**config.mk**
```make
export PLATFORM = sky130hd
export DESIGN_NAME = uart_tx_arbiter
export DESIGN_NICKNAME = d
export VERILOG_FILES = /design/src/rtl/uart_pkg.sv /design/src/rtl/uart_tx_arbiter_rr_picker.sv /design/src/rtl/uart_tx_arbiter.sv
export SDC_FILE = /design/constraint.sdc
export NUM_CORES = 1
export LEC_CHECK = 0
export BUFFER_PORTS_ARGS = -buffer_cell sky130_fd_sc_hd__buf_2
export CAP_MARGIN = 10
export CORE_ASPECT_RATIO = 0.6
export CORE_MARGIN = 2
export CORE_UTILIZATION = 50
export CTS_CLUSTER_SIZE = 16
export DETAILED_ROUTE_END_ITERATION = 10
export GPL_ROUTABILITY_DRIVEN = 0
export PLACE_DENSITY = 0.79
export SKIP_CTS_REPAIR_TIMING = 1
export SYNTH_ARGS = -nofsm -noshare
export SYNTH_HDL_FRONTEND = slang
export SYNTH_SLANG_ARGS = --single-unit
```
**constraint.sdc**
```tcl
create_clock -name Clk -period 3 [get_ports Clk]
set_input_delay 0.15 -clock Clk [delete_from_list [all_inputs] [get_ports Clk]]
set_output_delay 0.15 -clock Clk [all_outputs]
set_load 0.01 [all_outputs]
```
**src/rtl/uart_pkg.sv**
```systemverilog
// Shared types and helpers for the UART transmit-side arbiter and its siblings.
package uart_pkg;

   // Arbiter FSM states.
   typedef enum logic [1:0] {
      IDLE      = 2'd0,
      START     = 2'd1,
      WAIT_DONE = 2'd2
   } state_t;

   // Default UART data width.
   localparam int UART_DATA_BITS = 8;

   // Width of a requester index; never below one bit so a 2-way arbiter still has a real port.
   function automatic int grant_w(input int n);
      return (n <= 2) ? 1 : $clog2(n);
   endfunction

endpackage

```
**src/rtl/uart_tx_arbiter_rr_picker.sv**
```systemverilog
// Round-robin next-index finder: the first asserted request strictly after the
// last grant, wrapping modulo N. Purely combinational, so it can be shared with
// the receive-side dispatcher.
module rr_picker
   import uart_pkg::*;
#(
   parameter int N  = 4,
   parameter int IW = grant_w(N)
) (
   input  logic [N-1:0]  req,
   input  logic [IW-1:0] last,
   output logic          valid,
   output logic [IW-1:0] idx
);

   logic [IW-1:0] cand;

   // Walk the requesters starting one past the last grant; the first hit wins.
   always_comb begin
      valid = 1'b0;
      idx   = last;
      cand  = '0;
      for (int i = 1; i <= N; i++) begin
         cand = IW'((int'(last) + i) % N);
         if (!valid && req[cand]) begin
            valid = 1'b1;
            idx   = cand;
         end
      end
   end

endmodule

```
**src/rtl/uart_tx_arbiter.sv**
```systemverilog
// Round-robin sharing of one UART transmitter between NUM_REQ byte requesters.
// Owns the Tx_Data / Transmit_Start / Tx_Busy handshake; CTS gates new grants only.
// Optional start-timeout watchdog: define UART_ARB_TIMEOUT_EN.
//
// state     | meaning
// ----------+-----------------------------------------------------------------
// IDLE      | no byte in flight; grant when Req, CTS and transmitter idle
// START     | byte captured; strobe Transmit_Start until Tx_Busy rises
// WAIT_DONE | transmitter busy with the granted byte; wait for Tx_Busy to fall
//
// The grant cycle only captures Grant_Id and Tx_Data; the strobe rises on the
// following edge, so the transmitter always sees a settled byte under the strobe.
module uart_tx_arbiter
   import uart_pkg::*;
#(
   parameter  int NUM_REQ       = 4,
   parameter  int DATA_BITS     = UART_DATA_BITS,
   parameter  int START_TIMEOUT = 16,
   localparam int GW            = grant_w(NUM_REQ)
) (
   input  logic                           Clk,
   input  logic                           Rst_n,
   input  logic [NUM_REQ-1:0]             Req,
   input  logic [NUM_REQ*DATA_BITS-1:0]   Req_Data,
   output logic [NUM_REQ-1:0]             Ack,
   output logic [NUM_REQ-1:0]             Done,
   input  logic                           CTS,
   output logic [DATA_BITS-1:0]           Tx_Data,
   output logic                           Transmit_Start,
   input  logic                           Tx_Busy,
   output logic [GW-1:0]                  Grant_Id,
   output logic                           Arb_Busy,
   output logic                           Timeout_Err
);

   localparam logic [NUM_REQ-1:0] ONE_HOT_0 = NUM_REQ'(1);

   // Reject out-of-range configurations at elaboration.
   if (NUM_REQ < 2 || NUM_REQ > 8) begin : g_bad_num_req
      $error("uart_tx_arbiter: NUM_REQ must be 2..8");
   end
   if (DATA_BITS < 1 || DATA_BITS > 8) begin : g_bad_data_bits
      $error("uart_tx_arbiter: DATA_BITS must be 1..8");
   end
   if (START_TIMEOUT < 1) begin : g_bad_timeout
      $error("uart_tx_arbiter: START_TIMEOUT must be at least 1");
   end

   state_t               state;
   logic                 pick_valid;
   logic [GW-1:0]        pick_idx;
   logic [DATA_BITS-1:0] pick_data;
   logic                 grant_ok;

   rr_picker #(
      .N  (NUM_REQ),
      .IW (GW)
   ) u_picker (
      .req   (Req),
      .last  (Grant_Id),
      .valid (pick_valid),
      .idx   (pick_idx)
   );

   // Byte of the requester the picker would grant this cycle.
   always_comb begin
      pick_data = Req_Data[pick_idx*DATA_BITS +: DATA_BITS];
   end

   assign grant_ok = pick_valid && CTS && !Tx_Busy;
   assign Arb_Busy = (state != IDLE);

`ifdef UART_ARB_TIMEOUT_EN
   localparam int TW = (START_TIMEOUT < 2) ? 1 : $clog2(START_TIMEOUT);

   logic [TW-1:0] tmo_cnt;

   // Arbitration FSM with start-timeout watchdog; all outputs registered.
   always_ff @(posedge Clk or negedge Rst_n) begin
      if (!Rst_n) begin
         state          <= IDLE;
         Ack            <= '0;
         Done           <= '0;
         Tx_Data        <= '0;
         Transmit_Start <= 1'b0;
         Grant_Id       <= GW'(NUM_REQ - 1);
         Timeout_Err    <= 1'b0;
         tmo_cnt        <= '0;
      end else begin
         Ack  <= '0;
         Done <= '0;
         case (state)
            IDLE: begin
               if (grant_ok) begin
                  Grant_Id <= pick_idx;
                  Tx_Data  <= pick_data;
                  state    <= START;
               end
            end
            START: begin
               if (!Transmit_Start) begin
                  Transmit_Start <= 1'b1;
                  tmo_cnt        <= TW'(START_TIMEOUT - 1);
               end else if (Tx_Busy) begin
                  Transmit_Start <= 1'b0;
                  Ack            <= ONE_HOT_0 << Grant_Id;
                  state          <= WAIT_DONE;
               end else if (tmo_cnt == '0) begin
                  // Transmitter never answered: abandon the byte, keep the pointer.
                  Transmit_Start <= 1'b0;
                  Timeout_Err    <= 1'b1;
                  state          <= IDLE;
               end else begin
                  tmo_cnt <= tmo_cnt - 1'b1;
               end
            end
            WAIT_DONE: begin
               if (!Tx_Busy) begin
                  Done  <= ONE_HOT_0 << Grant_Id;
                  state <= IDLE;
               end
            end
            default: begin
               Transmit_Start <= 1'b0;
               state          <= IDLE;
            end
         endcase
      end
   end
`else
   assign Timeout_Err = 1'b0;

   // Arbitration FSM; START waits for Tx_Busy indefinitely. All outputs registered.
   always_ff @(posedge Clk or negedge Rst_n) begin
      if (!Rst_n) begin
         state          <= IDLE;
         Ack            <= '0;
         Done           <= '0;
         Tx_Data        <= '0;
         Transmit_Start <= 1'b0;
         Grant_Id       <= GW'(NUM_REQ - 1);
      end else begin
         Ack  <= '0;
         Done <= '0;
         case (state)
            IDLE: begin
               if (grant_ok) begin
                  Grant_Id <= pick_idx;
                  Tx_Data  <= pick_data;
                  state    <= START;
               end
            end
            START: begin
               if (!Transmit_Start) begin
                  Transmit_Start <= 1'b1;
               end else if (Tx_Busy) begin
                  Transmit_Start <= 1'b0;
                  Ack            <= ONE_HOT_0 << Grant_Id;
                  state          <= WAIT_DONE;
               end
            end
            WAIT_DONE: begin
               if (!Tx_Busy) begin
                  Done  <= ONE_HOT_0 << Grant_Id;
                  state <= IDLE;
               end
            end
            default: begin
               Transmit_Start <= 1'b0;
               state          <= IDLE;
            end
         endcase
      end
   end
`endif

endmodule

```
After elaboration in Yosys (flattened, before gate mapping)
Index checks and enable logic that the tools add are counted.
{ "word_totals": {"ff_bits": 21, "word_cells": 65} }
{ "op_classes": {"n_addsub": 4, "n_lt_le_gt_ge": 4, "eq_ne": 6, "shift": 2, "muxes": 29, "n_reduce_logical": 14} }
{ "ops": {"columns": ["operator", "count"], "rows": [
  ["$shiftx 32x6->8", 1],
  ["$mux 4", 5],
  ["$mux 2", 8],
  ["$lt 2x3->1 const B", 4],
  ["$mux 1", 10],
  ["$bmux 1 s2", 4],
  ["$ne 2x2->1 const B", 4],
  ["$pmux 2 s3", 1],
  ["$logic_and 1x1->1", 5],
  ["$add 2x1->2 const B", 2],
  ["$add 2x2->2 const B", 2],
  ["$logic_not 1->1", 4],
  ["$reduce_and 4->1", 1],
  ["$shl 1x2->4 const A", 1],
  ["$eq 2x1->1 const B", 1],
  ["$eq 2x2->1 const B", 1],
  ["$logic_not 2->1", 1],
  ["$pmux 1 s2", 1],
  ["$reduce_and 2->1", 1],
  ["$reduce_bool 2->1", 1],
  ["$reduce_or 2->1", 1]
]} }

Logic depth before layout (Yosys ltp)
Gate-level depths: netlist of the first run.
{ "logic_depth": {"ltp_word": 17, "depth_mapped": 12, "ltp_nobuf": 7} }

By module
Synthesis of the first run repeated with hierarchy kept, for this count alone.
{ "hier_totals": {"hier_cells": 83, "area_unflattened_um2": 1106.1} }
{ "by_module_without_submodules": {"columns": ["mod", "instances", "cells_each", "area_each_um2", "seq_area_each_um2"], "rows": [
  ["uart_tx_arbiter", 1, 69, 1023.5, 528.0],
  ["rr_picker", 1, 14, 82.6, 0.0]
]} }

Worst setup path before layout of the first run
Ideal clock, no wire load.
{ "synth_path": {"path_type": "register to register", "startpoint": "reg Grant_Id[0]", "endpoint": "reg Tx_Data[6]", "setup_time_ns": 0.094, "t_arrival_ns": 2.651, "required_time_ns": 2.906, "path_slack_ns": 0.255, "path_stages_with_launch": 12, "n_path_buf": 4, "period_less_slack_ns": 2.745, "cell_sequence": "dfstp_2 -> buf_6 -> buf_2 -> clkinv_1 -> clkbuf_1 -> ha_1 -> mux4_2 -> nand2b_4 -> buf_6 -> a22oi_1 -> nor2_1 -> a221oi_2"} }
{ "synth_between": {"elab_chain_len": 16, "word_cells_on_any_way": 30} }
{ "synth_lines": {"columns": ["item", "line", "rtl"], "rows": [
  ["start: declaration", "uart_tx_arbiter.sv:31", "output logic [GW-1:0] Grant_Id,"],
  ["start signal: assignment", "uart_tx_arbiter.sv:141", "Grant_Id <= GW'(NUM_REQ - 1);"],
  ["start signal: assignment", "uart_tx_arbiter.sv:148", "Grant_Id <= pick_idx;"],
  ["parallel branches: the longest is 16 deep, another holds $add 2x1->2", null, null],
  ["end signal: assignment", "uart_tx_arbiter.sv:149", "Tx_Data <= pick_data;"],
  ["end: declaration", "uart_tx_arbiter.sv:28", "output logic [DATA_BITS-1:0] Tx_Data,"]
]} }
Several ways; the timed one is not identified. The select of a mux whose other input is x is not followed.
A chain may end at the register's enable or synchronous reset.

Worst setup path after layout of the first run
{ "layout_path": {"startpoint": "reg Grant_Id[0]", "endpoint": "reg Tx_Data[5]"} }
Same word-level chain as after synthesis.

==> flow_summary.ini, run 1 <==
[die]
start_util_pct = 53.3
fp.dieArea_mm2 = 0.00403
die_h_um = 50.0
dieWidth_um = 80.6
core-area_mm2 = 0.00330
ios = 61
rows = 16

[synth]
yosys_warnings = 0
ys.flop_type = dfrtp_1
syn_nets = 266
synth_largest_area_cell = dfrtp_1
synth_edf_count = 0
syn_avg_cell_area_um2 = 7.94
syn_inst = 222
ys_types = 40
synth_area_mm2 = 0.00176
synth_seq_cells = 21
synthArstFlopShare_pct = 100
netlist_top_cells_area = dfrtp_1 27%, nand2_1 16%, a22oi_1 6.0%
ys_seq_area_share_pct = 30.0
synth_top_area_share_pct = 27.0

[clock_network]
cts_max_level = 1
cts_tree = yes
cts_root_buffer = clkbuf_8
clock_sinks = 21
cts_buffers = 3
clk_latency_ps = 260
clk_path_buf_depth = 2
clkSlewWorstSetupHoldPaths_ps = 80

[cells_and_area]
drive_above_1_share_pct = 32.2
final_common_cell = nand2_1
final_util_pct = 63.3
antenna_cells = 0
layout_common_cells = 77 x nand2_1, 59 x buf_2, 19 x dfrtp_1
final_nets = 318
multi_input_area_mm2 = 0.00110
seqCellArea_um2 = 528
areaGrowthSynthToFinish_pct = 18.6
fillers = 300
final_area_mm2 = 0.00209

[sta]
hold-worst-slack_ps = 173
finalSetupViolations = 0
relSlewSlack_pct = 30.3
final_hold_viol_count = 0
finalClockSkew_ps = 3.07
totalNegativeSetupSlack_ps = 0
max_freq_mhz = 427
finalMaxSlewViolations = 0
fin_crit_sh_pct = 78.1
rsz0062_at_grt = no
fin_crit_ps = 2340
tightest_slew_ps = 1030

[power]
cellLeakagePower_nw = 1.04
ir_worst_vdd_mv = 0.439
power.density_mw_per_mm2 = 883
total_power_mw = 1.84

[setup_path]
end_kind = flop
path_class = flop to flop
start_kind = flop
arrival_ps = 2540
required_ps = 3190
critPathMaxFanout = 9

[global_routing]
grt_antenna_before_repair = 0
grt_max_degree = 35
grt_pass1_vias = 1583
grt_pass1_wl_mm = 7.42
grt-ovfl-total = 0
track_usage_pct = 23.6

[detailed_routing]
drt_wl_total_mm = 4.62
drc_errors = 0
ant_nets = 0
dr.pass1.iters = 5
viasPerCell = 5.69
wl_per_cell_um = 14.5
vias = 1810
drt-initial-drc-count = 160

[place]
port_buffers = 59
post-dp-hpwl_mm = 3.46
dpl_cell_area_mm2 = 0.00203

[flow_run]
maxCapViolations = 0

[worst_hold_path]
hold_path.class = input port to flop

[run_status]
status = completed
-- final cells by class --
cell class | instances | area share (%)
Clock inverter | 1 | 0.240
Tap cell | 45 | 2.69
Inverter | 4 | 0.719
Clock buffer | 3 | 1.98
Timing Repair Buffer | 65 | 16.4
Sequential cell | 21 | 25.3
Multi-Input combinational cell | 179 | 52.7
-- Yosys cell counts (2+ instances only) --
cell and count:
o211ai_1 7, nand2_1 77, buf_2 4, o21ai_1 5, inv_1 3, mux4_2 2
o21ai_0 3, nor2b_1 3, clkbuf_1 7, dfstp_2 2, mux2_2 2, buf_4 2
buf_6 5, a211oi_1 13, a22oi_1 14, dfrtp_1 19, ha_1 4, a211oi_2 3
nor2_1 7, nand3_1 7, and2_1 9, a22oi_2 3, nand2b_1 4
-- state kept, by name (all words and copies together), names as in the netlist --
name            count
Tx_Data             8
Ack                 4
Done                4
Grant_Id            2
state               2
Transmit_Start      1
-- metrics by stage --
step | cells | worst slack [ps]
final | 318 | 657
after global routing | 318 | 496
after CTS | 317 | 689
after detailed placement | 313 | 706
after global placement | 313 | 723
after floorplan | 222 | 255
-- critical path: stages (launching register included) --
cell	delay (ps)
dfstp_2	640
clkinv_1	120
ha_1	330
inv_1	90
a22oi_1	100
o31ai_2	600
o211ai_1	250
nand3_1	140
-- per-layer routing --
metal / track usage, % / vias up / share of wire (%) / wire length, µm
met1: 36.9 / 831 / 48 / 2220
met5: 0 / - / 0 / 0
met2: 33.3 / 104 / 41 / 1890
li1: - / 875 / - / -
met3: 5.31 / 0 / 11 / 507
met4: 3.67 / 0 / 0 / 0
-- final timing paths --
| kind | from | endpoint | slack (ps) | cells after the start |
|---|---|---|---|---|
| worst min register to register | Tx_Data[5] | Tx_Data[5] | 490 | 2 |
| worst min-delay path | Tx_Busy | state[1] | 170 | 2 |
| worst max register to register | Grant_Id[0] | Tx_Data[5] | 660 | 7 |
| max in group asynchronous | Rst_n | Grant_Id[0] | 2290 | 2 |
| min in group asynchronous | Rst_n | Ack[2] | 370 | 2 |
| worst max-delay path | Grant_Id[0] | Tx_Data[5] | 660 | 7 |
-- report_power, final --
part	switching (mW)	internal, mW
Clock	0.0932	0.0925
Sequential	0.0835	0.380
Combinational	0.725	0.470
Total	0.902	0.942
-- logic make-up after synthesis --
family | count (synthesis) | share of synthesized area, %
and+or+nand+nor | 111 | 27.8
AOI/OAI and AO/OA | 58 | 27.3
buffers and inverters | 22 | 7.53
DFF | 21 | 30.0
adders and majority gates | 4 | 2.84
muxes | 4 | 3.83
other | 1 | 0.213
xor gates and xnor gates | 1 | 0.497
(Power assumes the default switching activity.)
==> inputs of run 2 (changes only) <==
==> constraint.sdc (replaced) <==
create_clock -name Clk -period 2.2 [get_ports Clk]
set_input_delay 0.11 -clock Clk [delete_from_list [all_inputs] [get_ports Clk]]
set_output_delay 0.11 -clock Clk [all_outputs]
set_load 0.01 [all_outputs]
==> run 2 against run 1 <==
Global-route usage down 0.087 points. Clock skew rose by 1.1 ps. Fmax up 6.7%. Flip-flop and latch count unchanged. Sequential share of layout area fell by 2.2 points. Combinational power increased by 75%. Count of clock-buffer cells in the layout stayed put. Critical path type unchanged. Critical endpoint is now Tx_Data[6]. Largest cell class unchanged. Largest power group unchanged.
==> flow_summary.ini, run 2 (synthesis results as in run 1) <==
[worst_hold_path]
min_from = Tx_Busy
hold_path.class = input port to flop
min_path_cells = 2

[cells_and_area]
reg_top3 = Tx_Data: 8 flops, Ack: 4 flops, Done: 4 flops
layout_common_cells = 77 x nand2_1, 59 x buf_2, 19 x dfrtp_1
final_nets = 333
drive_above_1_share_pct = 38.9
areaGrowthSynthToFinish_pct = 30.0
final_common_cell = nand2_1
antenna_cells = 0
stdcell_count = 333
largest_reg_flops = 8
top_register = Tx_Data

[die]
fp.dieArea_mm2 = 0.00403
die_h_um = 50.0
rows = 16
core-area_mm2 = 0.00330
start_util_pct = 53.3
dieWidth_um = 80.6
ios = 61

[setup_path]
critPathMaxStageDelay_ps = 600
cp.depth = 7
crit_chain = buf_12, mux4_2, nor2b_4, buf_4, a211oi_2, nor2_1, a221oi_2
arrival_ps = 2370
path_class = flop to flop
cp_top_family = flip-flops
r2r-start = Grant_Id[0]
end_kind = flop
crit_slowest_cell = dfstp_2
start_kind = flop
reg2reg_depth = 7
required_ps = 2370
critPathMaxFanout = 6
cp.buffers_inverters = 2
startpoint = Grant_Id[0]

[flow_run]
maxCapViolations = 0

[global_routing]
grt_max_degree = 35
grt_pass1_wl_mm = 7.40
grt_pass1_vias = 1582
grt_antenna_before_repair = 0
grt-ovfl-total = 0
track_usage_pct = 23.5

[sta]
fin_crit_ps = 2200
fin_crit_sh_pct = 99.8
finalClockSkew_ps = 4.15
finalSetupViolations = 0
max_freq_mhz = 455
finalMaxSlewViolations = 0
hold-worst-slack_ps = 145
rsz0062_at_grt = yes
final_hold_viol_count = 0
layout_setup_ws_ps = 4.16
relSlewSlack_pct = 24.9
tightest_slew_ps = 1110

[detailed_routing]
viasPerCell = 5.72
dr.pass1.iters = 6
wl_per_cell_um = 15.2
drt-initial-drc-count = 193
ant_nets = 0
top_layer = met4
drc_errors = 0
drt_wl_total_mm = 5.05
wirelength_met1_mm = 2.31
wl_met3_um = 443
met2_length_mm = 2.30
vias = 1904

[power]
cell_internal_pwr_mw = 1.57
clkPwrFrac_pct = 8.6
p_comb_share_pct = 71.0
p_sw_share_pct = 47.0
cellLeakagePower_nw = 1.14
ir_worst_vdd_mv = 0.656
p_sw_mw = 1.39
power.density_mw_per_mm2 = 1290
p_seq_share_pct = 20.4

[place]
place_inst = 322
post-dp-hpwl_mm = 3.54
dp_worst_setup_slack_ps = -7.59
port_buffers = 59

[clock_network]
cts_buffers = 3
clk_latency_ps = 260
cts_max_level = 1
cts_tree = yes
clkSlewWorstSetupHoldPaths_ps = 80
clock_sinks = 21
clk_path_buf_depth = 2
cts_root_buffer = clkbuf_8

[run_status]
status = completed
-- run 2: cell types whose count changed in the layout (fill, tap and decap cells not counted), moves of 3 or more --
cell      previous run  this run
buf_4                5        13
buf_6                0         4
a211oi_1            13        10
a211oi_2             3         6
-- run 2: power groups by stage --
stage	combinational, mW	clock (mW)	sequential [mW]
final	2.10	0.252	0.604
after global routing	2.29	0.271	0.618
after CTS	1.83	0.258	0.600
after detailed placement	1.82	0	0.607
after global placement	1.78	0	0.601
after floorplan	1.36	0	0.652
-- run 2: stage by stage --
stage               TNS [ps]  total power, mW  area, µm²  util (%)
floorplan              -1600             2.01       1810         -
global placement       -4.32             2.38       2140      64.7
detailed placement     -7.59             2.43       2140      64.7
CTS                    -17.3             2.69       2180      66.1
global route            -199             3.18       2290      69.3
finish                     0             2.95       2290      69.3
-- run 2: per-layer routing --
layer,vias up,GRT usage [%]
met5,-,0
met4,0,3.39
met3,2,4.03
met2,90,34.3
met1,902,36.7
li1,910,-
-- run 2: final cells by class --
type / instances / area, µm²
well taps: 45 / 56.3
clock buffers: 3 / 41.3
fillers: 277 / 1010
repair buffers: 79 / 473
multi-input cells: 180 / 1170
clock inverters: 1 / 5.00
inverters: 4 / 20.0
flip-flops and latches: 21 / 528
-- run 2: worst paths after layout --
check / endpoint / slack [ps]
max: Tx_Data[6] / 4
min: state[1] / 140
max reg2reg: Tx_Data[6] / 4
min reg2reg: Tx_Data[4] / 500
max in group asynchronous: Grant_Id[0] / 1510
min in group asynchronous: state[0] / 340
-- run 2: worst reg2reg max path, stage by stage, from the launching register on --
cell and delay (ps):
dfstp_2 600, buf_12 130, mux4_2 500, nor2b_4 150
buf_4 160, a211oi_2 210, nor2_1 80, a221oi_2 280
